File: src/rtl/decoder3to8_reg_if.sv
// Decoder bus: enable/select driven by the host, one-cold active-low led bank returned.
interface decoder3to8_reg_if #(
  parameter int SEL_W = 3
);
  logic [2:0]              enable;
  logic [SEL_W-1:0]        switch;
  logic [(1<<SEL_W)-1:0]   led;

  modport master (output enable, output switch, input led);
  modport slave  (input enable, input switch, output led);
endinterface

File: src/rtl/decoder3to8_reg.sv
// Registered 74x138-style decoder: one-cold active-low led output, one cycle of latency.
module decoder3to8_reg #(
  parameter int SEL_W = 3
) (
  input  logic               clk,
  input  logic               rst,
  decoder3to8_reg_if.slave   bus
);
  localparam int OUT_W = 1 << SEL_W;
  // G1 high, G2A low, G2B low is the only code that opens the decoder
  localparam logic [2:0] EN_ACTIVE = 3'b100;

  logic [OUT_W-1:0] led_d;
  logic [OUT_W-1:0] led_q;

  function automatic logic [OUT_W-1:0] decode(input logic [2:0]       en,
                                              input logic [SEL_W-1:0] sel);
    logic [OUT_W-1:0] v;
    v = '1;
    if (en == EN_ACTIVE) v[sel] = 1'b0;
    return v;
  endfunction

  always_comb begin
    led_d = '1;
    led_d = decode(bus.enable, bus.switch);
  end

  // Output register stage
  always_ff @(posedge clk or negedge rst) begin
    if (!rst) led_q <= '1;
    else      led_q <= led_d;
  end

  assign bus.led = led_q;
endmodule

File: src/flat_wrapper.sv
// flat-port wrapper written by rule: the top's interface ports become plain ports
module decoder3to8_reg_flat 
#(
  parameter int SEL_W = 3
)
  (clk, rst, bus_enable, bus_switch, bus_led);
  decoder3to8_reg_if #(.SEL_W(SEL_W)) bus_i ();
  input  logic clk;
  input  logic rst;
  input wire logic [$bits(bus_i.enable)-1:0] bus_enable;
  input wire logic [$bits(bus_i.switch)-1:0] bus_switch;
  output wire logic [$bits(bus_i.led)-1:0] bus_led;
  assign bus_i.enable = bus_enable;
  assign bus_i.switch = bus_switch;
  assign bus_led = bus_i.led;
  decoder3to8_reg #(.SEL_W(SEL_W)) u_core (.clk(clk), .rst(rst), .bus(bus_i));
endmodule
File: config.mk
export PLATFORM = sky130hd
export DESIGN_NAME = decoder3to8_reg_flat
export DESIGN_NICKNAME = d
export VERILOG_FILES = /design/src/rtl/decoder3to8_reg_if.sv /design/src/rtl/decoder3to8_reg.sv /design/src/flat_wrapper.sv
export SDC_FILE = /design/constraint.sdc
export NUM_CORES = 1
export LEC_CHECK = 0
export BUFFER_PORTS_ARGS = -buffer_cell sky130_fd_sc_hd__buf_4
export CAP_MARGIN = 15
export CELL_PAD_IN_SITES_DETAIL_PLACEMENT = 1
export CELL_PAD_IN_SITES_GLOBAL_PLACEMENT = 1
export CORE_AREA = 5 5 42 44
export CTS_CLUSTER_DIAMETER = 40
export DETAILED_ROUTE_END_ITERATION = 16
export DIE_AREA = 0 0 47 49
export PLACE_DENSITY_LB_ADDON = 0.1
export SYNTH_ARGS = -nofsm -noshare
export SYNTH_HDL_FRONTEND = slang
export SYNTH_SLANG_ARGS = --single-unit
File: constraint.sdc
create_clock -name clk -period 0.9 [get_ports clk]
set_clock_uncertainty 0.1 [all_clocks]
set_input_delay 0.09 -clock clk [delete_from_list [all_inputs] [get_ports clk]]
set_output_delay 0.09 -clock clk [all_outputs]
set_load 0.01 [all_outputs]
======== After elaboration in Yosys (flattened, before gate mapping) ========
Index checks and enable logic that the tools add are counted.
Widths: inputs -> output; s select.
word-level totals
  output and inout port bits .............. 8
  flip-flop bits (word level) ............. 8
  input port bits ......................... 8
cells by class
  bitwise gates (word level) .............. 1
  mux-type cells .......................... 3
  reductions and logical operators ........ 1
  $lt $le $gt $ge ......................... 2
  equality and inequality tests ........... 1
operators with widths
  operator            number
  $mux 8              1
  $not 8->8           1
  $lt 3x4->1 const B  1
  $demux 1 s3         1
  $eq 3x3->1 const B  1
  $ge 3x1->1 const B  1
  $logic_and 1x1->1   1
  $mux 1              1

======== Depth between registers and ports, before layout ========
  depth after elaboration ................. 6
  gate-level depth with buffers ........... 2

======== Worst setup path after synthesis ========
Ideal clock, no wire load.
  path type ............................... reg-to-output
  start ................................... register u_core.led_q[0], in the netlist u_core.bus.led[0]
  end ..................................... output port bus_led[0]
  buffers on the path ..................... 0
  arrival ................................. 520 ps
  setup slack ............................. 190 ps
  cell stages (with the launch flop) ...... 1
  cells stage by stage .................... dfstp_2
RTL lines
  element                 line                   text
  start, declared         decoder3to8_reg.sv:14  logic [OUT_W-1:0] led_q;
  start signal, assigned  decoder3to8_reg.sv:32  else led_q <= led_d;
  end, declared           flat_wrapper.sv:12     output wire logic [$bits(bus_i.led)-1:0] bus_led;
No word-level cell between the ends.

======== Worst setup path in the final report ========
  start ................................... register u_core.led_q[5], in the netlist u_core.bus.led[5]
  end ..................................... output port bus_led[5]
No word-level cell between the ends.

==> summary.txt <==
Power
  – Power after layout: 0.7057 mW
  – LEAKAGE: 0.2252 nW
  – Pwr dens: 1349 nW/µm²
  – Worst ir drop on vdd: 626.6 µV

Finish
  – Diode count: 0
  – Number of nets in the layout: 52
  – Filler cell count: 160
  – Multi-input logic area: 95.09 µm²
  – Share of layout cells above drive strength 1: 0.7143
  – Non-filler cells, final: 58
  – Sequential cell area: 210.2 µm²
  – Max reg flops: 8
  – Layout area overhead: 74.17%

Min path
  – Hold Path Depth: 3
  – Hold WC Path Type: in2reg

Logic synthesis
  – Simple-gate area share of the yosys netlist: 0.3000
  – Syn Area/Cell: 14.30 µm²
  – Gate Count Post-Synth: 21
  – Register area share after synthesis: 0.7000
  – Synth Cell Area: 300.3 µm²
  – Post-Synth XOR/XNOR Area: 0
  – Synthesis Warnings: 0
  – Post-Syn Nets: 29
  – Adder-cell share of the synthesized area: 0
  – Compound-Gate Fraction of Synth Area: 0
  – Largest family of logic cells by synthesized area: simple AND/OR/NAND/NOR gates
  – Seq cells post-synth: 8
  – Yosys cell types: 8
  – Mux share of post-synthesis cell area: 0

Worst setup path
  – Worst path slowest cell: dfstp_2
  – Critical path class: reg2out
  – Crit path max fanout: 1
  – CP max stage delay: 520 ps
  – Kind of end point of the critical path: output pin
  – Startpoint Class: flop
  – CP cell instances: buf_6
  – Cell family with most CP delay: flip-flops
  – Critical Path AT: 860 ps
  – Worst EP required: 710 ps
  – Buf+Inv Stages, Crit Path: 1
  – Levels on crit path: 1

Clock network
  – CTS Buf Count: 3
  – Clock Path Buffers: 2
  – H-tree depth: 1
  – Root Driver: clkbuf_4
  – CTS tree: done
  – Clock-pin transition on the worst setup and hold timing paths: 50 ps
  – CTS Sinks: 8

Routing
  – Top Metal Used: met3
  – Routed WL: 623 µm
  – Detailed router's first-iteration violation count: 7
  – WL/cell: 10.74 µm
  – Vias per Instance: 4.138
  – DR pass1 iterations: 2
  – WL met1: 258 µm
  – Met2 WL post-DR: 293 µm
  – Routed wl met3: 70 µm
  – Residual DRC: 0
  – Antenna-violating nets left: 0
  – Routed vias: 240

Timing
  – Final hold viol count: 5
  – Final setup fails: 10
  – Worst slew pin tran: 312.6 ps
  – Max Slew Vio Count: 0
  – Relative slew slack: 0.7907
  – Final period util: 1.167
  – Minimum clock period: 1050 ps
  – Fmax: 952.5 MHz
  – RSZ-0062 raised after global routing: yes
  – Min Hold Slack: -27.26 ps
  – Final WS setup: -149.9 ps

Run status
  – Status: finished with violations
  – Failing checks: hold timing, setup timing

Global route
  – Antenna violations before repair: 0
  – Vias in the first global route: 252
  – Largest net degree at the start of global routing: 9
  – Total grt overflow: 0
  – All-Layer GR Usage: 0.06596
  – First-pass GRT wire length: 1028 µm

Die
  – Die extent in x: 47 µm
  – Initial Utilization: 0.2143
  – # rows: 14
  – Die height: 49 µm
  – I/O pin cnt: 16
  – Die area: 2303 µm²
  – Core Area: 1401 µm²

Placed design
  – # placed instances: 52
  – Routability cong.: 0.7490
  – Worst slack, placed: 13.61 ps
  – I/O Buffers: 15

Flow run
  – Max_cap viols: 0
==> placed cells by master, fill, tap and decap left out <==
| master | n |
|---|---|
| buf_6 | 8 |
| dfstp_2 | 8 |
| buf_4 | 7 |
| nand2_1 | 6 |
| clkbuf_4 | 3 |
| nor2b_2 | 2 |
| dlygate4sd3_1 | 2 |
| and4bb_1 | 1 |
| nor2_1 | 1 |
| nor4b_4 | 1 |
| nand3_2 | 1 |
| nand3_1 | 1 |
| dlymetal6s4s_1 | 1 |
==> metrics by stage <==
step	util	area [µm²]	hold WS [ps]	TNS (ps)
detailed placement	0.3089	432.9	-0.4000	0
floorplan	-	300.3	-157.8	0
finish	0.3732	523.0	-27.26	-1289
global placement	0.3089	432.9	-4.875	0
CTS	0.3679	515.5	-26.74	-1720
global route	0.3732	523.0	-30.74	-1637
==> kinds of logic after synthesis <==
family and after synthesis:
DFF 8, and+or+nand+nor 13
==> final timing paths <==
path | startpoint | endpoint | slack, ps
setup / recovery | u_core.bus.led[5] | bus_led[5] | -150
hold / removal | bus_switch[0] | u_core.bus.led[0] | -30
max in group asynchronous | rst | u_core.bus.led[3] | 400
min in group asynchronous | rst | u_core.bus.led[2] | 280
==> Yosys cell counts, drive strengths merged <==
| master | n | area [µm²] |
|---|---|---|
| nor2 | 1 | 3.750 |
| and4bb | 1 | 12.51 |
| nand3 | 2 | 15.01 |
| nor2b | 2 | 12.51 |
| nand2 | 6 | 22.52 |
| dfstp | 8 | 210.2 |
| nor4b | 1 | 23.77 |
==> repair_timing <==
action | in CTS | in global routing
hold buffers | 3 | 1
endpoints found under the setup margin | 8 | 14
buffers inserted | 0 | 0
gates resized for setup | 8 | 3
cloned | 0 | 0
endpoints found under the hold margin | 16 | 6
==> where the power goes <==
group	internal (mW)	switching, mW	total (mW)
combinational	0.0461	0.0329	0.0790
clock	0.151	0.106	0.257
sequential	0.368	0.00148	0.369
total	0.566	0.140	0.706
==> final cells by class <==
cell class | count | share of cell area
Multi-Input combinational cell | 13 | 0.1818
Timing Repair Buffer | 18 | 0.3349
Tap cell | 16 | 0.03828
Clock buffer | 3 | 0.04306
Sequential cell | 8 | 0.4019
==> per-layer routing <==
layer / track usage / vias to the layer above
li1: - / 114
met1: 0.07416 / 114
met4: 0.05530 / 0
met2: 0.08824 / 12
met5: 0 / -
met3: 0.03321 / 0
(Power assumes the default switching activity.)
